**src/rtl/frame_memory_arbiter_if.sv**
```systemverilog
// Read-port, write-port and memory-pin bundle for the frame memory arbiter.
// slave = arbiter side, master = controllers plus memory side.
interface frame_memory_arbiter_if #(
    parameter int DATA_WIDTH  = 96,
    parameter int ADDR_WIDTH  = 16,
    parameter int WFIFO_DEPTH = 8
);
    localparam int LEVEL_WIDTH = $clog2(WFIFO_DEPTH) + 1;

    logic                   i_rd_req;
    logic [ADDR_WIDTH-1:0]  i_rd_addr;
    logic                   o_rd_gnt;
    logic                   o_rd_rvalid;
    logic [DATA_WIDTH-1:0]  o_rd_rdata;

    logic                   i_wr_valid;
    logic [ADDR_WIDTH-1:0]  i_wr_addr;
    logic [DATA_WIDTH-1:0]  i_wr_data;
    logic                   o_wr_ready;
    logic [LEVEL_WIDTH-1:0] o_wfifo_level;

    logic                   o_mem_csn;
    logic                   o_mem_wen;
    logic [ADDR_WIDTH-1:0]  o_mem_addr;
    logic [DATA_WIDTH-1:0]  o_mem_din;
    logic [DATA_WIDTH-1:0]  i_mem_dout;

    modport slave (
        input  i_rd_req,
        input  i_rd_addr,
        output o_rd_gnt,
        output o_rd_rvalid,
        output o_rd_rdata,
        input  i_wr_valid,
        input  i_wr_addr,
        input  i_wr_data,
        output o_wr_ready,
        output o_wfifo_level,
        output o_mem_csn,
        output o_mem_wen,
        output o_mem_addr,
        output o_mem_din,
        input  i_mem_dout
    );

    modport master (
        output i_rd_req,
        output i_rd_addr,
        input  o_rd_gnt,
        input  o_rd_rvalid,
        input  o_rd_rdata,
        output i_wr_valid,
        output i_wr_addr,
        output i_wr_data,
        input  o_wr_ready,
        input  o_wfifo_level,
        input  o_mem_csn,
        input  o_mem_wen,
        input  o_mem_addr,
        input  o_mem_din,
        output i_mem_dout
    );
endinterface

```
**src/rtl/frame_memory_arbiter.sv**
```systemverilog
// Single-port frame memory arbiter: reads first, writes queued in a FIFO,
// with a starvation counter that forces a write slot after MAX_WAIT lost rounds.
module frame_memory_arbiter #(
    parameter int DATA_WIDTH  = 96,
    parameter int ADDR_DEPTH  = 65536,
    parameter int ADDR_WIDTH  = $clog2(ADDR_DEPTH),
    parameter int WFIFO_DEPTH = 8,
    parameter int MAX_WAIT    = 4
) (
    input  logic                  i_clk,
    input  logic                  rst_n,
    frame_memory_arbiter_if.slave bus
);
    localparam int PTR_W  = $clog2(WFIFO_DEPTH);
    localparam int LVL_W  = PTR_W + 1;
    localparam int WAIT_W = $clog2(MAX_WAIT + 1);

    localparam logic [LVL_W-1:0]  FULL_LVL = LVL_W'(WFIFO_DEPTH);
    localparam logic [WAIT_W-1:0] WAIT_MAX = WAIT_W'(MAX_WAIT);

    typedef struct packed {
        logic [ADDR_WIDTH-1:0] addr;
        logic [DATA_WIDTH-1:0] data;
    } wentry_t;

    typedef enum logic [1:0] {
        ISSUE_IDLE,
        ISSUE_RD,
        ISSUE_WR
    } issue_e;

    wentry_t             fifo_q [WFIFO_DEPTH];
    wentry_t             head;
    logic [PTR_W-1:0]    wr_ptr;
    logic [PTR_W-1:0]    rd_ptr;
    logic [LVL_W-1:0]    level;
    logic [WAIT_W-1:0]   wait_cnt;
    logic [1:0]          rv_sr;

    logic                mem_csn;
    logic                mem_wen;
    logic [ADDR_WIDTH-1:0] mem_addr;
    logic [DATA_WIDTH-1:0] mem_din;

    logic   empty;
    logic   full;
    logic   push;
    logic   pop;
    logic   force_write;
    logic   rd_gnt;
    issue_e issue;

    assign empty       = (level == '0);
    assign full        = (level == FULL_LVL);
    assign push        = bus.i_wr_valid && !full;
    assign force_write = (wait_cnt >= WAIT_MAX) && !empty;
    assign rd_gnt      = bus.i_rd_req && !force_write;
    assign pop         = !rd_gnt && !empty;
    assign head        = fifo_q[rd_ptr];

    always_comb begin
        issue = ISSUE_IDLE;
        unique case (1'b1)
            rd_gnt:  issue = ISSUE_RD;
            pop:     issue = ISSUE_WR;
            default: issue = ISSUE_IDLE;
        endcase
    end

    // Storage carries no reset; only pointers and level define validity.
    always_ff @(posedge i_clk) begin
        if (push) begin
            fifo_q[wr_ptr] <= '{addr: bus.i_wr_addr, data: bus.i_wr_data};
        end
    end

    always_ff @(posedge i_clk or negedge rst_n) begin
        if (!rst_n) begin
            wr_ptr <= '0;
            rd_ptr <= '0;
            level  <= '0;
        end else begin
            if (push) begin
                wr_ptr <= wr_ptr + PTR_W'(1);
            end
            if (pop) begin
                rd_ptr <= rd_ptr + PTR_W'(1);
            end
            unique case ({push, pop})
                2'b10:   level <= level + LVL_W'(1);
                2'b01:   level <= level - LVL_W'(1);
                default: level <= level;
            endcase
        end
    end

    // Counts rounds a queued write has lost to a read.
    always_ff @(posedge i_clk or negedge rst_n) begin
        if (!rst_n) begin
            wait_cnt <= '0;
        end else if (empty || pop) begin
            wait_cnt <= '0;
        end else if (rd_gnt && (wait_cnt != WAIT_MAX)) begin
            wait_cnt <= wait_cnt + WAIT_W'(1);
        end
    end

    always_ff @(posedge i_clk or negedge rst_n) begin
        if (!rst_n) begin
            mem_csn  <= 1'b1;
            mem_wen  <= 1'b1;
            mem_addr <= '0;
            mem_din  <= '0;
        end else begin
            unique case (issue)
                ISSUE_RD: begin
                    mem_csn  <= 1'b0;
                    mem_wen  <= 1'b1;
                    mem_addr <= bus.i_rd_addr;
                end
                ISSUE_WR: begin
                    mem_csn  <= 1'b0;
                    mem_wen  <= 1'b0;
                    mem_addr <= head.addr;
                    mem_din  <= head.data;
                end
                default: begin
                    mem_csn <= 1'b1;
                    mem_wen <= 1'b1;
                end
            endcase
        end
    end

    // Pin register stage plus one cycle of memory latency.
    always_ff @(posedge i_clk or negedge rst_n) begin
        if (!rst_n) begin
            rv_sr <= '0;
        end else begin
            rv_sr <= {rv_sr[0], rd_gnt};
        end
    end

    assign bus.o_rd_gnt      = rd_gnt;
    assign bus.o_rd_rvalid   = rv_sr[1];
    assign bus.o_rd_rdata    = bus.i_mem_dout;
    assign bus.o_wr_ready    = !full;
    assign bus.o_wfifo_level = level;
    assign bus.o_mem_csn     = mem_csn;
    assign bus.o_mem_wen     = mem_wen;
    assign bus.o_mem_addr    = mem_addr;
    assign bus.o_mem_din     = mem_din;

    a_level_bound: assert property (
        @(posedge i_clk) disable iff (!rst_n) level <= FULL_LVL
    );

    a_force_blocks_read: assert property (
        @(posedge i_clk) disable iff (!rst_n) force_write |-> !rd_gnt
    );
endmodule

```
**src/flat_wrapper.sv**
```systemverilog
// flat-port wrapper written by rule: the top's interface ports become plain ports
module frame_memory_arbiter_flat 
#(
    parameter int DATA_WIDTH  = 96,
    parameter int ADDR_DEPTH  = 65536,
    parameter int ADDR_WIDTH  = $clog2(ADDR_DEPTH),
    parameter int WFIFO_DEPTH = 8,
    parameter int MAX_WAIT    = 4
)
  (i_clk, rst_n, bus_i_rd_req, bus_i_rd_addr, bus_o_rd_gnt, bus_o_rd_rvalid, bus_o_rd_rdata, bus_i_wr_valid, bus_i_wr_addr, bus_i_wr_data, bus_o_wr_ready, bus_o_wfifo_level, bus_o_mem_csn, bus_o_mem_wen, bus_o_mem_addr, bus_o_mem_din, bus_i_mem_dout);
  frame_memory_arbiter_if #(.DATA_WIDTH(DATA_WIDTH), .ADDR_WIDTH(ADDR_WIDTH), .WFIFO_DEPTH(WFIFO_DEPTH)) bus_i ();
  input  logic i_clk;
  input  logic rst_n;
  input wire logic [$bits(bus_i.i_rd_req)-1:0] bus_i_rd_req;
  input wire logic [$bits(bus_i.i_rd_addr)-1:0] bus_i_rd_addr;
  output wire logic [$bits(bus_i.o_rd_gnt)-1:0] bus_o_rd_gnt;
  output wire logic [$bits(bus_i.o_rd_rvalid)-1:0] bus_o_rd_rvalid;
  output wire logic [$bits(bus_i.o_rd_rdata)-1:0] bus_o_rd_rdata;
  input wire logic [$bits(bus_i.i_wr_valid)-1:0] bus_i_wr_valid;
  input wire logic [$bits(bus_i.i_wr_addr)-1:0] bus_i_wr_addr;
  input wire logic [$bits(bus_i.i_wr_data)-1:0] bus_i_wr_data;
  output wire logic [$bits(bus_i.o_wr_ready)-1:0] bus_o_wr_ready;
  output wire logic [$bits(bus_i.o_wfifo_level)-1:0] bus_o_wfifo_level;
  output wire logic [$bits(bus_i.o_mem_csn)-1:0] bus_o_mem_csn;
  output wire logic [$bits(bus_i.o_mem_wen)-1:0] bus_o_mem_wen;
  output wire logic [$bits(bus_i.o_mem_addr)-1:0] bus_o_mem_addr;
  output wire logic [$bits(bus_i.o_mem_din)-1:0] bus_o_mem_din;
  input wire logic [$bits(bus_i.i_mem_dout)-1:0] bus_i_mem_dout;
  assign bus_i.i_rd_req = bus_i_rd_req;
  assign bus_i.i_rd_addr = bus_i_rd_addr;
  assign bus_o_rd_gnt = bus_i.o_rd_gnt;
  assign bus_o_rd_rvalid = bus_i.o_rd_rvalid;
  assign bus_o_rd_rdata = bus_i.o_rd_rdata;
  assign bus_i.i_wr_valid = bus_i_wr_valid;
  assign bus_i.i_wr_addr = bus_i_wr_addr;
  assign bus_i.i_wr_data = bus_i_wr_data;
  assign bus_o_wr_ready = bus_i.o_wr_ready;
  assign bus_o_wfifo_level = bus_i.o_wfifo_level;
  assign bus_o_mem_csn = bus_i.o_mem_csn;
  assign bus_o_mem_wen = bus_i.o_mem_wen;
  assign bus_o_mem_addr = bus_i.o_mem_addr;
  assign bus_o_mem_din = bus_i.o_mem_din;
  assign bus_i.i_mem_dout = bus_i_mem_dout;
  frame_memory_arbiter #(.DATA_WIDTH(DATA_WIDTH), .ADDR_DEPTH(ADDR_DEPTH), .ADDR_WIDTH(ADDR_WIDTH), .WFIFO_DEPTH(WFIFO_DEPTH), .MAX_WAIT(MAX_WAIT)) u_core (.i_clk(i_clk), .rst_n(rst_n), .bus(bus_i));
endmodule
```
**config.mk**
```make
export PLATFORM = sky130hd
export DESIGN_NAME = frame_memory_arbiter_flat
export DESIGN_NICKNAME = d
export VERILOG_FILES = /design/src/rtl/frame_memory_arbiter_if.sv /design/src/rtl/frame_memory_arbiter.sv /design/src/flat_wrapper.sv
export SDC_FILE = /design/constraint.sdc
export NUM_CORES = 1
export LEC_CHECK = 0
export CAP_MARGIN = 20
export CORE_MARGIN = 2
export CORE_UTILIZATION = 30
export CTS_BUF_LIST = sky130_fd_sc_hd__clkbuf_4 sky130_fd_sc_hd__clkbuf_8 sky130_fd_sc_hd__clkbuf_16
export DETAILED_ROUTE_END_ITERATION = 8
export GPL_TIMING_DRIVEN = 0
export RECOVER_POWER = 100
export SLEW_MARGIN = 20
export SYNTH_ARGS = -nofsm -noshare
export SYNTH_HDL_FRONTEND = slang
export SYNTH_SLANG_ARGS = --single-unit
```
**constraint.sdc**
```tcl
create_clock -name i_clk -period 10.2 [get_ports i_clk]
set_input_delay 2.04 -clock i_clk [delete_from_list [all_inputs] [get_ports i_clk]]
set_output_delay 2.04 -clock i_clk [all_outputs]
set_load 0.02 [all_outputs]
```
# Yosys cells after proc, flatten, opt, wreduce, memory -nomap -nowiden
# Memory sizes are Yosys's and may differ from the RTL's.
# Cells that the tools add are included.
# totals
regBits	129
latch_bits	0
ramBits	896
romBits	0
in_bits	228
n_memories	1
# memory_table
memory	depth	width	read_ports	rd_ports_with_merged_regs	write_ports	line	source
u_core.fifo_q	8	112	1	0	1	frame_memory_arbiter.sv:32	wentry_t fifo_q [WFIFO_DEPTH];
# op_classes
add_sub_neg	5
multipliers	0
div	0
n_lt_le_gt_ge	1
n_eq_ne	6
shift	0
n_mux	9
bitwise_logic	0
n_reduce_logical	15
# op_table
cell	n
16-bit one-hot mux with 2 select lines	1
3-bit by 1-bit adder with 3-bit output (second input constant)	3
4-bit one-hot mux with 2 select lines	1
3-bit two-way mux	2
2-bit nonzero test	3
1-bit logical AND	5
4-bit by 1-bit adder with 4-bit output (second input constant)	1
2-bit by 1-bit == test with 1-bit output (second input constant)	2
2-bit == test (second input constant)	2
4-bit == test (second input constant)	1
1-bit logical NOT	4
4-bit logical NOT	1
1-bit two-way mux	4
2-bit one-hot mux with 2 select lines	1
4-bit by 1-bit subtractor with 4-bit output (second input constant)	1
3-bit >= comparator (second input constant)	1
3-bit != test (second input constant)	1
2-bit OR reduction	1
1-bit logical OR	1

# Logic depth before layout (Yosys ltp)
# logic_depth
depth_word	11
mapped_depth	10

# Least setup slack after synthesis
# Ideal clock, no wire load.
# synth_timing
kind	in2reg
startpoint	input port bus_i_wr_valid
endpoint	memory u_core.fifo_q[0][0] in the netlist's numbering (enable)
arrival_ns	9.997
required_ns	9.480
setup_slack_ns	-0.517
cell_stages	3
cell_sequence	nand2_2 -> or2_2 -> nor3_1
# synth_via
elab_chain_len	3
# synth_lines
item	line	source
start: declaration	flat_wrapper.sv:19	input wire logic [$bits(bus_i.i_wr_valid)-1:0] bus_i_wr_valid;
1-bit logical AND	frame_memory_arbiter.sv:55	assign push = bus.i_wr_valid && !full;
1-bit two-way mux	frame_memory_arbiter.sv:72	if (push) begin
1-bit two-way mux (not written as such)	frame_memory_arbiter.sv:73	fifo_q[wr_ptr] <= '{addr: bus.i_wr_addr, data: bus.i_wr_data};
end: declaration	frame_memory_arbiter.sv:32	
# Every way passes these cells.

# Final worst setup path
# layout_timing
startpoint	input port bus_i_wr_valid
endpoint	memory u_core.fifo_q[5][21] in the netlist's numbering (enable)
# The elaborated chain is that of the path after synthesis.

==> flow_metrics.py <==
metrics = {
    "run_status": {
        "status": "finished, violations left",
        "violations": "max-capacitance violations, max-slew violations",
    },
    "hold_path": {
        "hp-class": "reg2reg",
    },
    "cells_and_area": {
        "drive_gt1_share_pct": 22.90,
        "fin_nets": 2593,
        "multiInputGateArea_sq_um": 7552,
        "regArea_sq_um": 30140,
        "fillerInstances": 11750,
        "syn_to_final_growth_pct": 24.52,
    },
    "pwr": {
        "static-leakage-power_nw": 16.27,
        "p_per_area_nw_per_um2": 282.9,
        "vdd_drop_max_uv": 161.4,
        "power.total_mw": 13.71,
    },
    "clocking": {
        "cts_buffers": 108,
        "clk_pin_slew_ns": 0.06,
        "clockBufferDepth": 3,
        "post_cts_buffers": 0,
        "cts-htree-levels": 3,
        "cts_hold_buffers": 0,
        "root_buffer": "clkbuf_16",
        "clk_latency_ns": 0.72,
        "cts_tree": "yes",
        "cts_sinks": 1025,
        "ctsResizeCount": 0,
    },
    "drt": {
        "drc": 0,
        "drt-pass1-iter-count": 6,
        "vias_per_cell": 4.697,
        "postRouteAntennaNets": 0,
        "vias": 19760,
        "wirelength_mm": 106.3,
        "first_iter_violations": 1797,
        "wl_per_cell_um": 25.27,
    },
    "synthesis": {
        "yosys_warnings": 0,
        "synth_edf_count": 896,
        "synthMuxAreaShare_pct": 15.49,
        "syn_avg_cell_area_sq_um": 21.20,
        "synthArstFlopShare_pct": 12.59,
        "yosysTopAreaCell": "edfxtp_1",
        "ys_seq_elements": 1025,
        "synth_common_cells": "896 x edfxtp_1, 224 x mux4_2, 127 x dfrtp_1",
        "synth_nets": 2070,
        "synth_xor_area_share_pct": 0.1801,
        "synth.most_common_cell": "edfxtp_1",
        "ys.flop_type": "edfxtp_1",
        "synthTopCellsByArea": "edfxtp_1 69%, mux4_2 13%, dfrtp_1 8.2%, mux2i_1 2.5%, buf_4 1.9%",
        "synth-simple-area-share_pct": 1.682,
        "yosys.area_share.adder_pct": 0.2251,
        "synth_top_family_by_area": "multiplexers",
        "syn_area_sq_um": 38910,
        "synth-compound-area-share_pct": 1.843,
        "synth_cell_type_count": 40,
        "netlist_instances": 1835,
        "synth.yosys.seq_area_share_pct": 77.45,
        "yosysTopAreaCellShare_pct": 69.15,
    },
    "die": {
        "dieWidth_um": 364.1,
        "die_h_um": 364.1,
        "core_sq_um": 129200,
        "rows": 132,
        "num_io_pins": 445,
        "fp.dieArea_sq_um": 132600,
        "initial_core_util_pct": 30.13,
    },
    "critical_path": {
        "start_kind": "input pin",
        "path_class": "in2reg",
        "cp_max_fo": 16,
        "worstPathArrival_ns": 8.49,
        "required_ns": 10.53,
        "worstSetupEndpointType": "flop",
    },
    "grt": {
        "grt.met1_usage_pct": 19.90,
        "grt_pass1_vias": 21020,
        "globalRouteTotalUtil_pct": 15.96,
        "grt_pass1_wl_mm": 149.3,
        "antenna_found_initial": 44,
        "met3_usage_pct": 3.927,
        "met2_usage_pct": 27.34,
        "grt_max_degree": 74,
        "grt.busiest_layer": "met2",
        "gr-total-overflow": 0,
    },
    "placed_design": {
        "post-dp-hpwl_mm": 72.17,
        "gp_congestion": 0.7246,
        "portBuffers": 348,
    },
    "timing": {
        "slew_violations": 212,
        "fin_tns_setup_ns": 0,
        "final.setup_skew_ns": 0.02781,
        "fin_crit_sh_pct": 80.05,
        "min_period_ns": 8.166,
        "finalSetupViolations": 0,
        "worst_slew_margin_rel_pct": -249.0,
        "hold_viol": 0,
        "grt_setup_unrepaired": "no",
        "clock.fmax_mhz": 122.5,
        "tightest_slew_ns": 5.235,
    },
    "run": {
        "cap_violations": 11,
    },
}
==> through the flow <==
| step | hold WS [ns] | setup WS [ns] | cells | area, sq um | utilization (%) |
|---|---|---|---|---|---|
| 2_1_floorplan | 0.3312 | 2.513 | 1835 | 38920 | - |
| 3_3_place_gp | 0.3455 | -4.420 | 3925 | 44580 | 34.52 |
| 3_5_place_dp | 0.3347 | 3.368 | 3990 | 45900 | 35.54 |
| 4_1_cts | 0.3478 | 3.357 | 4192 | 49540 | 38.36 |
| 5_1_grt | 0.3619 | 1.750 | 4198 | 48430 | 37.50 |
| 6_report | 0.3457 | 2.034 | 4206 | 48450 | 37.51 |
==> metal layers <==
metal,part of all wire (%),up-vias,wire (um)
li1,-,8422,-
met1,39,10290,41220
met2,50,827,53420
met3,8.5,187,9071
met4,2.2,32,2351
met5,0.20,-,209
==> worst paths after layout <==
check	from	end	slack, ns	depth (start not counted)
max	bus_i_wr_valid	u_core.fifo_q[5][21]$_DFFE_PP_	2.03	8
min	u_core.rv_sr[0]$_DFF_PN0_	u_core.rv_sr[1]$_DFF_PN0_	0.35	0
max reg2reg	u_core.bus.o_wfifo_level[0]$_DFFE_PN0P_	u_core.fifo_q[5][21]$_DFFE_PP_	3.19	8
min reg2reg	u_core.rv_sr[0]$_DFF_PN0_	u_core.rv_sr[1]$_DFF_PN0_	0.35	0
max in group asynchronous	rst_n	u_core.bus.o_mem_addr[6]$_DFFE_PN0N_	4.04	1
min in group asynchronous	rst_n	u_core.bus.o_mem_din[70]$_DFFE_PN0N_	3.22	1
==> power breakdown <==
| part | switching (mW) | internal [mW] |
|---|---|---|
| combinational | 2.36 | 1.68 |
| sequential | 0.289 | 5.40 |
| clock | 1.64 | 2.33 |
==> sequential cells by signal (all words and copies together), names as in the netlist <==
name                      cells
u_core.fifo_q               896
u_core.bus.o_mem_din         96
u_core.bus.o_mem_addr        16
u_core.bus.o_wfifo_level      4
u_core.rd_ptr                 3
u_core.wait_cnt               3
u_core.wr_ptr                 3
u_core.rv_sr                  2
u_core.bus.o_mem_csn          1
u_core.bus.o_mem_wen          1
==> worst max-delay path, stage by stage <==
cell and delay (ns):
dlygate4sd3_1 0.61, nand3_1 0.19, nor2_1 1.21, clkbuf_1 1.14, clkbuf_1 0.69, clkbuf_1 0.97, clkbuf_1 0.93, clkbuf_1 0.66
==> area by class of cell <==
cell class / instances / area share (%)
tap: 1742 / 4.499
sequential: 1025 / 62.20
buffer: 184 / 2.327
multi-input combinational: 621 / 15.59
clock buffer: 136 / 6.162
inverter: 5 / 0.03874
antenna: 14 / 0.07231
timing repair buffer: 413 / 7.763
clock inverter: 66 / 1.351
==> layout by cell type, fill, tap and decap left out, types with 38 or more instances in the layout <==
cell type / netlist / layout
edfxtp_1: 896 / 896
dlygate4sd3_1: 0 / 331
mux4_2: 224 / 224
dfrtp_1: 127 / 127
clkbuf_16: 0 / 110
nand2_1: 103 / 104
clkbuf_1: 25 / 101
buf_4: 101 / 100
mux2i_1: 96 / 96
o21ai_0: 28 / 90
buf_2: 38 / 38
==> cell families (layout without fill, tap and decap cells) <==
logic type,Yosys count,after routing
simple gates,153,153
compound gates,131,131
fa+ha+maj,7,7
xor+xnor,8,8
mux,322,322
flops,1025,1025
other cells,0,14
buf+inv,189,804
Note: power is estimated with default switching activity, not from simulation.
